## src/rtl/gray_bbox_tracker.sv

```systemverilog
// Thresholds a raster grayscale stream and reports, once per frame, the bounding
// box and population of all pixels at or above a per-frame latched threshold.
module gray_bbox_tracker #(
    parameter int IMG_WIDTH  = 320,
    parameter int IMG_HEIGHT = 240,
    parameter int COORD_W    = 10,
    parameter int CNT_W      = 17
) (
    input  logic               clk,
    input  logic               aresetn,
    input  logic [11:0]        GRAYSCALE,
    input  logic               valid_in,
    input  logic               sof_in,
    input  logic [11:0]        THRESH,
    output logic [COORD_W-1:0] X_MIN,
    output logic [COORD_W-1:0] X_MAX,
    output logic [COORD_W-1:0] Y_MIN,
    output logic [COORD_W-1:0] Y_MAX,
    output logic [CNT_W-1:0]   PIXEL_COUNT,
    output logic               found,
    output logic               frame_done
);

    localparam logic [COORD_W-1:0] X_LAST = COORD_W'(IMG_WIDTH - 1);
    localparam logic [COORD_W-1:0] Y_LAST = COORD_W'(IMG_HEIGHT - 1);

    typedef enum logic {IDLE = 1'b0, ACTIVE = 1'b1} state_t;
    state_t state_reg, state_next;

    logic [COORD_W-1:0] x_reg, x_next, y_reg, y_next;
    logic [COORD_W-1:0] xmin_reg, xmin_next, xmax_reg, xmax_next;
    logic [COORD_W-1:0] ymin_reg, ymin_next, ymax_reg, ymax_next;
    logic [CNT_W-1:0]   cnt_reg, cnt_next;
    logic [11:0]        thr_reg, thr_next;

    logic [COORD_W-1:0] oxmin_reg, oxmin_next, oxmax_reg, oxmax_next;
    logic [COORD_W-1:0] oymin_reg, oymin_next, oymax_reg, oymax_next;
    logic [CNT_W-1:0]   ocnt_reg, ocnt_next;
    logic               found_reg, found_next, done_reg, done_next;

    logic               accept, first, last, is_obj;
    logic [COORD_W-1:0] px, py;
    logic [COORD_W-1:0] bxmin, bxmax, bymin, bymax, cxmin, cxmax, cymin, cymax;
    logic [CNT_W-1:0]   bcnt, ccnt;

    always_ff @(posedge clk or negedge aresetn) begin
        if (!aresetn) state_reg <= IDLE;
        else          state_reg <= state_next;
    end

    always_comb begin
        state_next = state_reg;
        x_next     = x_reg;
        y_next     = y_reg;
        xmin_next  = xmin_reg;
        xmax_next  = xmax_reg;
        ymin_next  = ymin_reg;
        ymax_next  = ymax_reg;
        cnt_next   = cnt_reg;
        thr_next   = thr_reg;
        oxmin_next = oxmin_reg;
        oxmax_next = oxmax_reg;
        oymin_next = oymin_reg;
        oymax_next = oymax_reg;
        ocnt_next  = ocnt_reg;
        found_next = found_reg;
        done_next  = 1'b0;

        accept = valid_in && (sof_in || state_reg == ACTIVE);
        // sof_in mid-frame restarts at (0,0) and drops the partial accumulation
        first  = sof_in || (x_reg == '0 && y_reg == '0);
        px     = sof_in ? '0 : x_reg;
        py     = sof_in ? '0 : y_reg;
        last   = (px == X_LAST) && (py == Y_LAST);

        bxmin  = first ? '1 : xmin_reg;
        bxmax  = first ? '0 : xmax_reg;
        bymin  = first ? '1 : ymin_reg;
        bymax  = first ? '0 : ymax_reg;
        bcnt   = first ? '0 : cnt_reg;
        is_obj = GRAYSCALE >= (first ? THRESH : thr_reg);

        cxmin  = (is_obj && px < bxmin) ? px : bxmin;
        cxmax  = (is_obj && px > bxmax) ? px : bxmax;
        cymin  = (is_obj && py < bymin) ? py : bymin;
        cymax  = (is_obj && py > bymax) ? py : bymax;
        ccnt   = (is_obj && bcnt != '1) ? bcnt + 1'b1 : bcnt;

        if (accept) begin
            state_next = ACTIVE;
            if (first) thr_next = THRESH;
            if (last) begin
                found_next = (ccnt != '0);
                oxmin_next = (ccnt != '0) ? cxmin : '0;
                oxmax_next = (ccnt != '0) ? cxmax : '0;
                oymin_next = (ccnt != '0) ? cymin : '0;
                oymax_next = (ccnt != '0) ? cymax : '0;
                ocnt_next  = ccnt;
                done_next  = 1'b1;
                xmin_next  = '1;
                xmax_next  = '0;
                ymin_next  = '1;
                ymax_next  = '0;
                cnt_next   = '0;
                x_next     = '0;
                y_next     = '0;
            end else begin
                xmin_next = cxmin;
                xmax_next = cxmax;
                ymin_next = cymin;
                ymax_next = cymax;
                cnt_next  = ccnt;
                x_next    = (px == X_LAST) ? '0 : px + 1'b1;
                y_next    = (px == X_LAST) ? py + 1'b1 : py;
            end
        end
    end

    always_ff @(posedge clk or negedge aresetn) begin
        if (!aresetn) begin
            x_reg     <= '0;
            y_reg     <= '0;
            xmin_reg  <= '1;
            xmax_reg  <= '0;
            ymin_reg  <= '1;
            ymax_reg  <= '0;
            cnt_reg   <= '0;
            thr_reg   <= '0;
            oxmin_reg <= '0;
            oxmax_reg <= '0;
            oymin_reg <= '0;
            oymax_reg <= '0;
            ocnt_reg  <= '0;
            found_reg <= 1'b0;
            done_reg  <= 1'b0;
        end else begin
            x_reg     <= x_next;
            y_reg     <= y_next;
            xmin_reg  <= xmin_next;
            xmax_reg  <= xmax_next;
            ymin_reg  <= ymin_next;
            ymax_reg  <= ymax_next;
            cnt_reg   <= cnt_next;
            thr_reg   <= thr_next;
            oxmin_reg <= oxmin_next;
            oxmax_reg <= oxmax_next;
            oymin_reg <= oymin_next;
            oymax_reg <= oymax_next;
            ocnt_reg  <= ocnt_next;
            found_reg <= found_next;
            done_reg  <= done_next;
        end
    end

    assign X_MIN       = oxmin_reg;
    assign X_MAX       = oxmax_reg;
    assign Y_MIN       = oymin_reg;
    assign Y_MAX       = oymax_reg;
    assign PIXEL_COUNT = ocnt_reg;
    assign found       = found_reg;
    assign frame_done  = done_reg;

endmodule

```

## config.mk

```make
export PLATFORM = sky130hd
export DESIGN_NAME = gray_bbox_tracker
export DESIGN_NICKNAME = d
export VERILOG_FILES = /design/src/rtl/gray_bbox_tracker.sv
export SDC_FILE = /design/constraint.sdc
export NUM_CORES = 1
export LEC_CHECK = 0
export BUFFER_PORTS_ARGS = -buffer_cell sky130_fd_sc_hd__buf_2
export CORE_MARGIN = 2
export CORE_UTILIZATION = 45
export CTS_BUF_LIST = sky130_fd_sc_hd__clkbuf_8 sky130_fd_sc_hd__clkbuf_16
export CTS_CLUSTER_DIAMETER = 30
export CTS_CLUSTER_SIZE = 14
export DETAILED_ROUTE_END_ITERATION = 7
export PLACE_DENSITY_LB_ADDON = 0.05
export SLEW_MARGIN = 5
export SYNTH_ARGS = -nofsm -noshare
export SYNTH_HDL_FRONTEND = slang
export SYNTH_SLANG_ARGS = --single-unit
```

## constraint.sdc

```tcl
create_clock -name clk -period 6 [get_ports clk]
set_clock_uncertainty 0.2 [all_clocks]
set_input_delay 0.9 -clock clk [delete_from_list [all_inputs] [get_ports clk]]
set_output_delay 0.9 -clock clk [all_outputs]
set_load 0.02 [all_outputs]
```

### After elaboration in Yosys (flattened, before gate mapping)

Index checks and enable logic that the tools add are counted.

| word-level totals | value |
|---|---|
| bits in registers | 149 |
| output and inout bits | 59 |
| word-level logic and storage cells | 69 |

| cells by class | value |
|---|---|
| add/subtract/negate cells | 3 |
| $lt $le $gt $ge | 5 |
| equality and inequality tests | 3 |
| mux-type cells | 28 |
| reductions and logical operators | 14 |

Operators with widths:

| cell | number |
|---|---|
| two-way mux 10 bit | 22 |
| two-way mux 17 bit | 3 |
| adder 10 x 1 -> 10 bit (second input constant) | 2 |
| > comparator 10 bit | 2 |
| zero test 10 bit | 2 |
| less-than comparator 10 bit | 2 |
| adder 17 x 1 -> 17 bit (second input constant) | 1 |
| inequality test 17 bit (second input constant) | 1 |
| nonzero test 17 bit | 1 |
| greater-or-equal comparator 12 bit | 1 |
| two-way mux 12 bit | 1 |
| equality test 10 x 8 -> 1 bit (second input constant) | 1 |
| equality test 10 x 9 -> 1 bit (second input constant) | 1 |
| logical AND 1 bit | 8 |
| logical OR 1 bit | 2 |
| two-way mux 1 bit | 2 |
| AND reduction 2 bit | 1 |

### Logic depth before layout (Yosys ltp)

| depth | value |
|---|---|
| depth after elaboration | 9 |
| mapped depth | 20 |
| depth with buffers taken out | 15 |

### Worst setup path before layout

No wires, ideal clock.

| path | value |
|---|---|
| path kind | input-to-reg |
| start point | in sof_in |
| end point | reg oxmax_reg[1], in the netlist X_MAX[1] |
| data arrival time | 5.068 ns |
| data required time | 5.674 ns |
| setup slack | 0.605 ns |
| stages | 16 |
| path buffers | 5 |
| cells stage by stage | clkbuf_1 o21bai_1 clkbuf_1 buf_1 mux2i_1 ha_1 a21o_1 a21o_1 a2111oi_4 a21boi_1 buf_2 a211oi_1 o2111ai_2 a2111oi_4 buf_6 nor3_1 |

| between the ends | value |
|---|---|
| word-level cells in the longest chain between the ends | 7 |
| elaborated cells between the ends (all ways) | 22 |
| classes of those cells | add/sub: 1; order compare: 2; eq/ne: 3; mux: 8; reduce/logical: 8 |

RTL lines:

| item | RTL line | RTL |
|---|---|---|
| start: declaration | 13 | `input logic sof_in,` |
| parallel branches: the longest is 7 deep, another holds adder 17 x 1 -> 17 bit | - |  |
| end signal: assignment | 146 | `oxmax_reg <= oxmax_next;` |
| end: declaration | 36 | `logic [COORD_W-1:0] oxmin_reg, oxmin_next, oxmax_reg, oxmax_next;` |

Several ways; the timed one is not identified.
A chain may end at the register's enable or synchronous reset.

### Worst setup path after layout

| path | value |
|---|---|
| start point | reg x_reg[7] |
| end point | reg oymax_reg[8], in the netlist Y_MAX[8] |

| between the ends | value |
|---|---|
| word-level cells in the longest chain between the ends | 9 |
| elaborated cells between the ends (all ways) | 20 |
| classes of those cells | add/sub: 1; order compare: 2; eq/ne: 2; mux: 7; reduce/logical: 8 |

RTL lines:

| item | RTL line | RTL |
|---|---|---|
| start: declaration | 30 | `logic [COORD_W-1:0] x_reg, x_next, y_reg, y_next;` |
| start signal: assignment | 137 | `x_reg <= x_next;` |
| parallel branches: the longest is 9 deep, another holds adder 17 x 1 -> 17 bit | - |  |
| end signal: assignment | 148 | `oymax_reg <= oymax_next;` |
| end: declaration | 37 | `logic [COORD_W-1:0] oymin_reg, oymin_next, oymax_reg, oymax_next;` |

Several ways; the timed one is not identified.

==> run_results.csv <==
group,metric,value,unit
run_status,status,"finished, final reports clean",
clock_network,clkSinkCount,149,
synth,synth_sequential_area_ratio,43.09,%
flow_run,max-cap-violations,0,
timing,min_period,5.365,ns
placed_design,detailedPlace.worstSlack,0.6307,ns
power,total_switching_power,0.7300,mW
global_routing,grt_first_pass_wirelength,37690,microns
timing,hold_viol_final,0,
synth,synth_flop_cell,"dfrtp_1",
finish,area_growth_syn_to_layout,15.38,%
clock_network,numCtsBuffers,17,
clock_network,clk_path_buf_depth,2,
floorplanning,die-width,143.1,microns
finish,num_antenna_cells,0,
clock_network,postCtsHoldBufs,0,
power,p_int,2.025,mW
routing,post_dr_vias_cell,5.590,
synth,netlist.area_leader.share,37.06,%
synth,synth_area_leaders,"dfrtp_1 37%, ha_1 7.8%, nand2_1 6.5%",
setup_path,path_cells,"nor3_1 -> nand4_1 -> o21bai_4 -> mux2i_1 -> ha_1 -> a21o_1 -> a21o_1 -> a2111oi_4 -> a21boi_1 -> a211oi_1 -> o2111ai_2 -> a2111oi_4 -> buf_12 -> nor3_1",
timing,timing.final.crit_share,89.42,%
setup_path,setup.worst_path.start_class,"flip-flop",
routing,vias_after_detailed_routing,7244,
power,combinationalPowerShare,14.5,%
timing,final_count_of_negative_setup_slack_endpoints,0,
setup_path,cp_slowest_cell,"a2111oi_4",
setup_path,worstPathRequired,6.10,ns
finish,fillCellCount,1781,
setup_path,timing.critical_path.to_type,"flip-flop",
floorplanning,io_pins,87,
placed_design,port_buffer_count,86,
global_routing,grt_max_degree,67,
synth,avgSynthCellArea,9.046,sq um
routing,route.antenna.remaining_nets,0,
timing,achievable-frequency,0.1864,GHz
setup_path,setup.worst_path.class,"flip-flop to flip-flop",
floorplanning,fp-row-count,50,
floorplanning,coreArea,18830,sq um
global_routing,vias_in_the_first_global_route,7020,
timing,rsz_0062_raised_after_global_routing,"false",
clock_network,clk_root_buffer_cell,"clkbuf_16",
synth,synthesis.nets,1045,
global_routing,initial_antenna_violation_count,0,
power,power.share.sequential,41.1,%
setup_path,max_stage_delay,0.76,ns
power,design_power_total,2.755,mW
worst_hold_path,worst_hold_path_type,"input pin to asynchronous set/reset pin",
finish,finish.utilization,53.38,%
synth,syn-instance-count,963,
routing,wl,22940,microns
timing,fin_setup_tns,0,ns
routing,drt-pass1-iter-count,5,
power,power.static_leakage,4.825,nW
synth,yosys_warns,0,
clock_network,post_cts_resize_count,0,
floorplanning,fp.dieArea,20490,sq um
clock_network,tritoncts,"done",
power,power.density_cell_area,274.1,nW/um^2
global_routing,grt_util_all_layers,23.37,%
finish,seq_area,3754,sq um
placed_design,gp_routability_congestion,0.9129,
global_routing,total_overflow_reported_by_the_global_router,0,
finish,multiInputGateArea,4621,sq um
floorplanning,floorplan.initialDensity,46.26,%
placed_design,placed_cells_incl_taps,1264,
clock_network,clk_latency,0.43,ns
synth,post-synth-top-area-cell,"dfrtp_1",
clock_network,post-cts-setup-buffers,0,
finish,post_layout_nonfiller_instances,1296,
power,share_of_power_burned_in_the_clock_network,44.4,%
clock_network,cts.clk_slew.worst_paths,0.06,ns
synth,synth_area,8711,sq um
synth,synth_cell_types,63,
power,irDropWorstVdd,0.2030,mV
timing,timing_max_transition_violations_final,0,
finish,layout.nets,1105,
synth,ys_ff_latch,149,
timing,final.setup.worst_slack,0.6349,ns
floorplanning,chipHeight,143.1,microns
placed_design,place.detailed.hpwl,15680,microns
setup_path,crit_path_max_fanout,41,
clock_network,cts_htree_levels,4,
power,netSwitchingFraction,26.50,%
synth,synth_enable_flop_cells,0,
synth,postSynth.asyncResetShare,100.0,%
routing,routed_wire_length_per_instance,17.70,microns
finish,drive_gt1_share,16.22,%
timing,slew_headroom,42.62,%
routing,drt_drc_violations_left,0,
setup_path,critPathArrivalTime,5.46,ns
timing,worstMarginPinSlew,0.8607,ns
routing,drt_iter0_markers,492,
==> layout make-up <==
| cell class | instances | area share [%] |
|---|---|---|
| multi-input cells | 725 | 45.97 |
| flip-flops and latches | 149 | 37.35 |
| repair buffers | 103 | 5.739 |
| clock buffers | 18 | 4.369 |
| well taps | 260 | 3.237 |
| clock inverters | 14 | 2.328 |
| inverters | 27 | 1.008 |
==> cell usage after synthesis, types with 20 or more instances <==
cell        n
nand2_1   151
nor2_1     89
clkbuf_1   48
nand3_1    20
dfstp_2    20
mux2i_1    34
o21ai_0    72
inv_1      26
nand2b_1   22
nor3_1     27
ha_1       54
dfrtp_1   129
a22o_1     23
a21oi_1    53
==> routing by layer <==
layer	vias to the layer above	track usage (%)	wire, microns
li1	3562	-	-
met1	3510	32.46	11170
met2	149	37.90	10630
met3	23	4.058	769
met4	0	5.993	375
met5	-	0	0
==> worst paths after layout <==
| kind | start | to | slack [ns] | cells past startpoint |
|---|---|---|---|---|
| setup / recovery | x_reg[7]$_DFFE_PN0P_ | Y_MAX[8]$_DFFE_PN0P_ | 0.63 | 14 |
| hold / removal | aresetn | cnt_reg[10]$_DFFE_PN0P_ | 0.20 | 1 |
| setup reg to reg | x_reg[7]$_DFFE_PN0P_ | Y_MAX[8]$_DFFE_PN0P_ | 0.63 | 14 |
| hold reg to reg | PIXEL_COUNT[3]$_DFFE_PN0P_ | PIXEL_COUNT[3]$_DFFE_PN0P_ | 0.27 | 2 |
| max in group asynchronous | aresetn | ymax_reg[0]$_DFFE_PN0P_ | 4.34 | 2 |
| min in group clk | PIXEL_COUNT[3]$_DFFE_PN0P_ | PIXEL_COUNT[3]$_DFFE_PN0P_ | 0.27 | 2 |
==> power by group through the flow <==
| stage | Combinational, mW | Sequential [mW] | Clock, mW |
|---|---|---|---|
| 2_1_floorplan | 0.283 | 1.14 | 0 |
| 3_3_place_gp | 0.395 | 1.15 | 0 |
| 3_5_place_dp | 0.399 | 1.15 | 0 |
| 4_1_cts | 0.403 | 1.13 | 1.25 |
| 5_1_grt | 0.446 | 1.14 | 1.29 |
| 6_report | 0.399 | 1.13 | 1.22 |
==> cell usage in the layout, fill, tap and decap left out, types with 3 or more instances in the layout <==
cell,synthesis,layout
nand2_1,151,150
dfrtp_1,129,129
nor2_1,89,89
buf_2,3,85
o21ai_0,72,71
ha_1,54,54
a21oi_1,53,53
mux2i_1,34,34
inv_1,26,29
nor3_1,27,27
a22o_1,23,23
nand2b_1,22,22
nand3_1,20,20
dfstp_2,20,20
nand4_1,17,17
a21o_1,17,17
clkbuf_16,0,17
xnor2_1,16,16
buf_4,0,16
a211oi_1,11,11
o211ai_1,11,11
o31ai_1,10,10
o22a_1,10,10
xor2_1,9,9
nor4_1,8,8
and4_1,6,6
bufinv_16,0,6
nor2b_1,5,5
and2_1,5,5
a32o_1,4,4
o21a_1,3,3
nand4b_1,3,3
and3_1,3,3
a31oi_1,3,3
a211o_1,3,3
a41oi_1,3,3
clkinv_4,0,3
==> critical path, delay by kind of cell (launching register included) <==
| family | cells | cell delay [ns] |
|---|---|---|
| AO/OA/AOI/OAI | 8 | 3.07 |
| adder cells (fa/ha/maj) | 1 | 0.28 |
| buffers and inverters | 1 | 0.25 |
| flip-flops | 1 | 0.47 |
| multiplexers | 1 | 0.30 |
| AND/OR/NAND/NOR | 3 | 0.64 |
==> per-stage QoR <==
step	hold WS, ns	area (sq um)
2_1_floorplan	0.2456	8711
6_report	0.1996	10050
3_5_place_dp	0.2629	9378
5_1_grt	0.2300	10050
3_3_place_gp	0.2590	9378
4_1_cts	0.2198	10050
==> cells by family after synthesis <==
logic type / after synthesis / synth area share (%)
AO/OA/AOI/OAI: 246 / 19.25
XOR/XNOR: 25 / 2.514
adder cells (fa/ha/maj): 54 / 7.756
buffers and inverters: 89 / 4.223
flip-flops: 149 / 43.09
multiplexers: 35 / 4.036
AND/OR/NAND/NOR: 365 / 19.13
(Power assumes the default switching activity.)
